<file path="src/rtl/tuner_pkg.sv">
// Shared definitions for the tuner sweep controller: register map, FSM encoding
// and the default tuner-slice latency used for valid alignment.
package tuner_pkg;

    localparam int LAT_DEFAULT = 7;

    localparam logic [1:0] ADDR_FSTART = 2'd0;
    localparam logic [1:0] ADDR_FSTOP  = 2'd1;
    localparam logic [1:0] ADDR_FSTEP  = 2'd2;
    localparam logic [1:0] ADDR_DWELL  = 2'd3;

    typedef enum logic [1:0] {
        ST_IDLE  = 2'd0,
        ST_SWEEP = 2'd1,
        ST_HOLD  = 2'd2
    } state_t;

endpackage

</file>
<file path="src/rtl/valid_delay.sv">
// Reset-clearable shift register delaying a strobe by LEN clocks, used to line
// the sample strobe up with the tuner slice output.
module valid_delay #(
    parameter int LEN = 8
) (
    input  logic clk,
    input  logic reset,
    input  logic din,
    output logic dout
);

    logic [LEN-1:0] sr_q;
    logic [LEN-1:0] sr_d;

    always_comb begin
        sr_d    = sr_q;
        sr_d[0] = din;
        for (int i = 1; i < LEN; i++) begin
            sr_d[i] = sr_q[i-1];
        end
    end

    always_ff @(posedge clk) begin
        if (reset) begin
            sr_q <= '0;
        end else begin
            sr_q <= sr_d;
        end
    end

    assign dout = sr_q[LEN-1];

endmodule

</file>
<file path="src/rtl/tuner_sweep_ctrl.sv">
// Phase accumulator with a programmable linear frequency sweep (FSTART -> FSTOP in
// FSTEP increments, each held for DWELL samples) feeding the tuner slices.
module tuner_sweep_ctrl
    import tuner_pkg::*;
#(
    parameter int ASZ = 26,
    parameter int PSZ = 12,
    parameter int DSZ = 16,
    parameter int LAT = LAT_DEFAULT
) (
    input  logic           clk,
    input  logic           reset,
    input  logic           ena,
    input  logic           cfg_we,
    input  logic [1:0]     cfg_addr,
    input  logic [ASZ-1:0] cfg_data,
    output logic           cfg_ready,
    input  logic           start,
    input  logic           abort,
    input  logic           phs_clr,
    output logic [PSZ-1:0] phs,
    output logic           busy,
    output logic           done,
    output logic           out_valid
);

    // Two guard bits: one for the sign of FSTEP, one so an upward step near the
    // top of the range cannot wrap into a negative value before the compare.
    localparam int NSZ = ASZ + 2;

    state_t         state_q, state_d;
    logic [ASZ-1:0] acc_q, acc_d;
    logic [ASZ-1:0] fcur_q, fcur_d;
    logic [DSZ-1:0] dwell_q, dwell_d;
    logic [ASZ-1:0] fstart_q, fstart_d;
    logic [ASZ-1:0] fstop_q, fstop_d;
    logic [ASZ-1:0] fstep_q, fstep_d;
    logic [DSZ-1:0] dwell_cfg_q, dwell_cfg_d;
    logic [PSZ-1:0] phs_q, phs_d;
    logic           busy_q, busy_d;
    logic           done_q, done_d;
    logic           cfg_ready_q, cfg_ready_d;

    logic [NSZ-1:0] nxt;
    logic [NSZ-1:0] stop_ext;
    logic           reached;

    always_comb begin
        fstart_d    = fstart_q;
        fstop_d     = fstop_q;
        fstep_d     = fstep_q;
        dwell_cfg_d = dwell_cfg_q;
        if (cfg_we && cfg_ready_q) begin
            case (cfg_addr)
                ADDR_FSTART: fstart_d    = cfg_data;
                ADDR_FSTOP:  fstop_d     = cfg_data;
                ADDR_FSTEP:  fstep_d     = cfg_data;
                ADDR_DWELL:  dwell_cfg_d = cfg_data[DSZ-1:0];
            endcase
        end

        acc_d = acc_q;
        if (phs_clr) begin
            acc_d = '0;
        end else if (ena) begin
            acc_d = acc_q + fcur_q;
        end
        phs_d = acc_d[ASZ-1 -: PSZ];

        nxt      = {2'b00, fcur_q} + {{2{fstep_q[ASZ-1]}}, fstep_q};
        stop_ext = {2'b00, fstop_q};
        if (fstep_q[ASZ-1]) begin
            reached = ($signed(nxt) <= $signed(stop_ext));
        end else begin
            reached = ($signed(nxt) >= $signed(stop_ext));
        end

        state_d = state_q;
        fcur_d  = fcur_q;
        dwell_d = dwell_q;
        done_d  = 1'b0;
        case (state_q)
            ST_IDLE: fcur_d = fstart_d;
            ST_HOLD: fcur_d = fstop_d;
            ST_SWEEP: begin
                if (ena) begin
                    if (dwell_q <= DSZ'(1)) begin
                        if (reached) begin
                            fcur_d  = fstop_q;
                            done_d  = 1'b1;
                            state_d = ST_HOLD;
                        end else begin
                            fcur_d  = nxt[ASZ-1:0];
                            dwell_d = dwell_cfg_q;
                        end
                    end else begin
                        dwell_d = dwell_q - DSZ'(1);
                    end
                end
            end
            default: state_d = ST_IDLE;
        endcase

        // Abort outranks start; start uses the config as updated this cycle.
        if (abort) begin
            if (state_q != ST_IDLE) begin
                state_d = ST_IDLE;
                fcur_d  = fstart_d;
                dwell_d = '0;
                done_d  = 1'b0;
            end
        end else if (start && state_q != ST_SWEEP) begin
            if (fstep_d == '0 || fstart_d == fstop_d) begin
                fcur_d  = fstop_d;
                done_d  = 1'b1;
                state_d = ST_HOLD;
            end else begin
                fcur_d  = fstart_d;
                dwell_d = dwell_cfg_d;
                state_d = ST_SWEEP;
            end
        end

        busy_d      = (state_d == ST_SWEEP);
        cfg_ready_d = (state_d != ST_SWEEP);
    end

    always_ff @(posedge clk) begin
        if (reset) begin
            state_q     <= ST_IDLE;
            acc_q       <= '0;
            fcur_q      <= '0;
            dwell_q     <= '0;
            fstart_q    <= '0;
            fstop_q     <= '0;
            fstep_q     <= '0;
            dwell_cfg_q <= '0;
            phs_q       <= '0;
            busy_q      <= 1'b0;
            done_q      <= 1'b0;
            cfg_ready_q <= 1'b0;
        end else begin
            state_q     <= state_d;
            acc_q       <= acc_d;
            fcur_q      <= fcur_d;
            dwell_q     <= dwell_d;
            fstart_q    <= fstart_d;
            fstop_q     <= fstop_d;
            fstep_q     <= fstep_d;
            dwell_cfg_q <= dwell_cfg_d;
            phs_q       <= phs_d;
            busy_q      <= busy_d;
            done_q      <= done_d;
            cfg_ready_q <= cfg_ready_d;
        end
    end

    valid_delay #(
        .LEN (LAT + 1)
    ) u_valid_delay (
        .clk   (clk),
        .reset (reset),
        .din   (ena),
        .dout  (out_valid)
    );

    assign phs       = phs_q;
    assign busy      = busy_q;
    assign done      = done_q;
    assign cfg_ready = cfg_ready_q;

endmodule

</file>
<file path="config.mk">
export PLATFORM = sky130hd
export DESIGN_NAME = tuner_sweep_ctrl
export DESIGN_NICKNAME = d
export VERILOG_FILES = /design/src/rtl/tuner_pkg.sv /design/src/rtl/valid_delay.sv /design/src/rtl/tuner_sweep_ctrl.sv
export SDC_FILE = /design/constraint.sdc
export NUM_CORES = 1
export LEC_CHECK = 0
export CORE_MARGIN = 3
export CORE_UTILIZATION = 25
export DETAILED_ROUTE_END_ITERATION = 6
export DONT_BUFFER_PORTS = 1
export GPL_ROUTABILITY_DRIVEN = 0
export PLACE_DENSITY = 0.38
export SETUP_SLACK_MARGIN = 0.5
export SYNTH_ARGS = -nofsm -noshare
export SYNTH_HDL_FRONTEND = slang
export SYNTH_HIERARCHICAL = 1
export SYNTH_SLANG_ARGS = --single-unit
</file>
<file path="constraint.sdc">
create_clock -name clk -period 8.3 [get_ports clk]
set_input_delay 1.245 -clock clk [delete_from_list [all_inputs] [get_ports clk]]
set_output_delay 1.245 -clock clk [all_outputs]
set_load 0.02 [all_outputs]
</file>
======== Word level (Yosys, flattened, before mapping) ========
Index checks and enable logic that the tools add are counted.
cells by class
  eq/ne operators ......................... 9
  mux-type cells .......................... 41
  reduce and logical (&&, ||, !) cells .... 9
  $lt $le $gt $ge ......................... 3
  add/subtract/negate cells ............... 3
operators with widths
  operator                                                                            number
  26-bit 2-to-1 mux                                                                   13
  16-bit 2-to-1 mux                                                                   10
  26-bit case mux with 3 select lines                                                 1
  27-bit by 26-bit adder with 28-bit output                                           1
  28-bit by 27-bit >= comparator with 1-bit output                                    1
  28-bit by 27-bit less-or-equal comparator with 1-bit output                         1
  26-bit adder                                                                        1
  26-bit == test                                                                      1
  26-bit zero test                                                                    1
  16-bit by 1-bit less-or-equal comparator with 1-bit output (second input constant)  1
  16-bit by 1-bit subtractor with 16-bit output (second input constant)               1
  2-bit 2-to-1 mux                                                                    7
  1-bit 2-to-1 mux                                                                    9
  2-bit by 1-bit == test with 1-bit output (second input constant)                    3
  2-bit == test (second input constant)                                               3
  2-bit zero test                                                                     2
  2-bit by 1-bit inequality test with 1-bit output (second input constant)            2
  2-bit case mux with 2 select lines                                                  1
  2-bit OR reduction                                                                  2
  1-bit logical AND                                                                   2
  2-bit nonzero test                                                                  1
  1-bit logical OR                                                                    1
word-level totals
  output and inout port bits .............. 16
  input port bits ......................... 35
  register bits after elaboration ......... 175
  word-level logic and storage cells ...... 78

======== Logic depth before layout (Yosys ltp) ========
  word-level depth ........................ 10
  mapped depth ............................ 22
  depth with buffers taken out ............ 21

======== By module ========
The synthesis kept the hierarchy.
by module, submodules not included
  module            cells each  times used  area an instance (µm²)
  tuner_sweep_ctrl  1563        1           12339.3
  valid_delay       16          1           210.2

======== Least setup slack after synthesis ========
No wires, ideal clock.
  path type ............................... register to register
  start point ............................. register fcur_q[0]
  end point ............................... register fcur_q[4]
  path slack .............................. 3.502 ns
  clock period less this slack ............ 4.798 ns
  data arrival time ....................... 4.678 ns
  buffers on the path ..................... 1
  cell stages (with the launch flop) ...... 22
  data required time ...................... 8.180 ns
  setup time .............................. 0.120 ns
  cell sequence ........................... dfxtp_1 ha_1 inv_1 fa_1 nand2b_1 a21oi_1 o211ai_1 o211ai_2 a2bb2oi_4 a21oi_1 or4_1 ha_1 nand4_1 nor4_1 and3_1 nor2_1 a211oi_1 a2bb2oi_4 buf_6 mux2i_1 a31oi_1 a211o_1
between the ends
  longest elaborated chain between the ends .. 9
  elaborated cells on any way between the ends .. 11
  those cells by class .................... add/sub (1); order compare (2); mux (8)
ends and longest elaborated chain
  element                                                                                                                                 line                                              text
  from (decl)                                                                                                                             tuner_sweep_ctrl.sv:33                            logic [ASZ-1:0] fcur_q, fcur_d;
  from (signal assigned)                                                                                                                  tuner_sweep_ctrl.sv:145                           fcur_q <= fcur_d;
  27-bit by 26-bit adder with 28-bit output (*)                                                                                           tuner_sweep_ctrl.sv:70                            nxt = {2'b00, fcur_q} + {{2{fstep_q[ASZ-1]}}, fstep_q};
  28-bit by 27-bit >= comparator with 1-bit output / 28-bit by 27-bit less-or-equal comparator with 1-bit output (equally long branches)  tuner_sweep_ctrl.sv:75, tuner_sweep_ctrl.sv:73
  1-bit 2-to-1 mux                                                                                                                        tuner_sweep_ctrl.sv:72                            if (fstep_q[ASZ-1]) begin
  26-bit 2-to-1 mux (*)                                                                                                                   tuner_sweep_ctrl.sv:88                            if (reached) begin
  26-bit 2-to-1 mux (*)                                                                                                                   tuner_sweep_ctrl.sv:87                            if (dwell_q <= DSZ'(1)) begin
  26-bit 2-to-1 mux (*)                                                                                                                   tuner_sweep_ctrl.sv:86                            if (ena) begin
  26-bit case mux with 3 select lines (*)                                                                                                 tuner_sweep_ctrl.sv:82                            case (state_q)
  26-bit 2-to-1 mux (on tied branches)                                                                                                    tuner_sweep_ctrl.sv:112, tuner_sweep_ctrl.sv:106
  26-bit 2-to-1 mux (*)                                                                                                                   tuner_sweep_ctrl.sv:105                           if (abort) begin
Mark *: on every way between the ends. The rest lies on a longest branch, timed or not.
A chain may end at the register's enable or synchronous reset.

======== Final worst setup path ========
  start point ............................. register fcur_q[0]
  end point ............................... register fcur_q[14]
The elaborated chain is that of the path after synthesis.

==> results.py <==
metrics = {
    "status": {
        "status": "finished clean",
    },
    "final_layout": {
        "nNetsFinal": 1635,
        "fillers": 5371,
        "drive_above_1_share_pct": 7.185,
        "syn2layout_area_growth_pct": 9.103,
    },
    "die": {
        "dieArea_sq_mm": 0.05292,
        "die_w_microns": 230.1,
        "die_h_microns": 230.1,
        "coreArea_sq_mm": 0.04925,
        "start_util_pct": 25.48,
        "rows": 81,
        "top_level_ports": 51,
    },
    "global_route": {
        "grt_pass1_vias": 11090,
        "grt_pass1_wl_mm": 70.50,
        "antenna_found_initial": 0,
        "grt_max_degree": 126,
        "grt_usage_pct": 17.59,
        "overflow": 0,
    },
    "yosys": {
        "yosys.area.top_type": "dfxtp_1",
        "ys_seq_area_share_pct": 27.92,
        "yosys.area.top_type_share_pct": 27.92,
        "synth_edf_count": 0,
        "synth_area_leaders": "dfxtp_1, mux2i_1, ha_1",
        "synth_nets": 1696,
        "ys_top_cells_by_count": "nor2_1, dfxtp_1, nand2_1",
        "ys.flop_type": "dfxtp_1",
        "ys_warn_count": 6,
        "ys_ff_latch": 175,
        "syn_area_sq_mm": 0.01255,
        "yosysMostFrequentCell": "nor2_1",
        "async_flop_share_pct": 0,
        "synth_cells": 1579,
        "syn_area_per_cell_sq_um": 7.948,
        "synthDistinctLibCells": 83,
    },
    "clock_tree": {
        "numCtsBuffers": 17,
        "cts_hold_buf": 0,
        "path_clk_slew_ns": 0.08,
        "clock_path_buffers": 2,
        "ctsResizeCount": 0,
        "clk-insertion-delay-late_ns": 0.50,
        "cts.sinks": 175,
        "clockRootBuffer": "clkbuf_16",
        "postCtsSetupBuffers": 0,
        "cts_max_level": 4,
        "cts_tree": "yes",
    },
    "sta": {
        "slew_violations": 0,
        "hold_viol": 0,
        "finClkSkew_ns": 0.01960,
        "fin_tns_setup_ns": 0,
        "slew_headroom_pct": 22.70,
        "rsz0062_at_grt": "no",
        "setup-violations-final": 0,
        "fin_crit_sh_pct": 73.18,
        "worst_pin_slew_ns": 1.130,
        "fmax_mhz": 164.6,
        "fin_ws_ns": 2.226,
        "finalCriticalPeriod_ns": 6.074,
    },
    "pwr": {
        "leakagePower_nw": 5.793,
        "vdd_drop_max_mv": 0.1264,
        "power_density_mw_per_mm2": 183.9,
    },
    "setup_path": {
        "critPathKind": "flip-flop to flip-flop",
        "r2r_end": "fcur_q[14]",
        "critical_path_depth": 21,
        "cp.buffers_inverters": 2,
        "crit_path_top_delay_cell": "or4_1",
        "cp_top_family": "compound AO/OA/AOI/OAI gates",
        "crit_path_start": "fcur_q[0]",
        "cp_slowest_stage_delay_ns": 0.56,
        "path_cells": "ha_1, inv_1, fa_1, nand2b_1, a21oi_1, o211ai_1, o211ai_2, a2bb2oi_4, a21oi_1, or4_1, ha_1, nand4_1, nor4_1, and3_1, nor2_1, a211oi_1, a2bb2oi_4, buf_4, mux2i_1, a31oi_1, a211o_1",
        "start_kind": "flip-flop",
        "end_kind": "flip-flop",
        "endpoint": "fcur_q[14]",
        "ff2ff_setup_slack_ns": 2.23,
        "cp.required_ns": 8.68,
        "path_max_fanout": 14,
        "ff2ff_path_depth": 21,
        "crit-reg2reg-launch": "fcur_q[0]",
        "worstPathArrival_ns": 6.45,
    },
    "place": {
        "hpwl_mm": 32.76,
        "port_buffers": 0,
        "dp_slack_ns": 2.245,
    },
    "worst_hold_path": {
        "min_path_type": "flip-flop to flip-flop",
        "worstHoldStart": "u_valid_delay/sr_q[4]",
    },
    "drt": {
        "vias": 11310,
        "viasPerCell": 5.149,
        "ant_nets": 0,
        "wl_mm": 46.48,
        "wl_per_cell_microns": 21.17,
        "drc_errors": 0,
        "dr.pass1.iters": 5,
        "dr.first_iter.drc_count": 813,
    },
    "run": {
        "maxCapViolations": 0,
    },
}
layout make-up:
class                           instances  area, sq um  share of cell area, %
Clock inverter                         15        230.2                  1.681
Timing Repair Buffer                   16        120.1                 0.8773
Antenna cell                            1        2.502                0.01828
Tap cell                              664        830.8                  6.068
Clock buffer                           17        425.4                  3.107
Inverter                               60        225.2                  1.645
Multi-Input combinational cell       1248         8352                  61.00
Sequential cell                       175         3506                  25.61
through the flow:
step / hold WS (ns) / utilization (%) / cells / power (mW) / cell area, sq um
final: 0.4350 / 27.80 / 2196 / 2.517 / 13690
after CTS: 0.4422 / 27.79 / 2195 / 2.556 / 13690
after detailed placement: 0.4247 / 26.46 / 2163 / 1.591 / 13030
after floorplan: 0.4138 / - / 1579 / 1.416 / 12550
after global routing: 0.4599 / 27.79 / 2195 / 2.643 / 13690
after global placement: 0.4149 / 26.46 / 2163 / 1.592 / 13030
routing by layer:
layer	up-vias	track usage [%]	share of wire, %
met2	227	29.14	47
met5	-	0	0
met4	0	5.826	2.2
met3	48	3.382	3.7
li1	5564	-	-
met1	5468	22.96	47
worst register-to-register path, delay by kind of cell (launching register included):
family / cells / cell delay, ns
muxes: 1 / 0.30
adders and majority gates: 3 / 0.97
AOI/OAI and AO/OA: 9 / 2.42
DFF: 1 / 0.39
and+or+nand+nor: 6 / 1.35
buffers and inverters: 2 / 0.52
flip-flops by register name, summed over array words and instances, names as in the netlist, 2 cells and up:
name	flops
u_valid_delay/sr_q	8
fstart_q	26
fstop_q	26
fcur_q	26
dwell_cfg_q	16
fstep_q	26
dwell_q	16
acc_q	26
state_q	2
power by group:
group | switching, mW | internal, mW | total [mW]
logic | 0.442 | 0.232 | 0.673
registers | 0.0337 | 0.864 | 0.898
clock network | 0.408 | 0.538 | 0.946
total | 0.883 | 1.63 | 2.52
worst min path at each step:
stage,to,slack [ns],cells past startpoint
6_report,u_valid_delay/sr_q[5],0.43,1
5_1_grt,u_valid_delay/sr_q[6],0.46,1
4_1_cts,u_valid_delay/sr_q[5],0.44,1
3_5_place_dp,u_valid_delay/sr_q[5],0.42,1
3_3_place_gp,u_valid_delay/sr_q[3],0.41,1
2_1_floorplan,u_valid_delay/sr_q[1],0.41,1
kinds of logic after synthesis:
kind of cell	synth area share [%]
xor gates and xnor gates	4.816
DFF	27.92
adders and majority gates	8.295
buffers and inverters	5.653
AOI/OAI and AO/OA	21.44
muxes	11.11
and+or+nand+nor	20.78
layout by cell type (no fill, tap or decap), drive strengths merged, types with 9 or more instances in the layout:
cell type and count:
o21a 16, a31oi 27, mux2 20, mux2i 113, nand3 47, nor2 203
xnor2 59, nor4 21, a211oi 14, nand2b 13, a21o 18, nor2b 49
nand2 129, dfxtp 175, clkbuf 17, a21oi 105, or3 9, inv 65
nand4 17, o22ai 23, ha 80, xor2 10, a211o 21, o21ai 104
o31ai 9, o211ai 12, nor3 31, buf 16
Note: power is estimated with default switching activity, not from simulation.
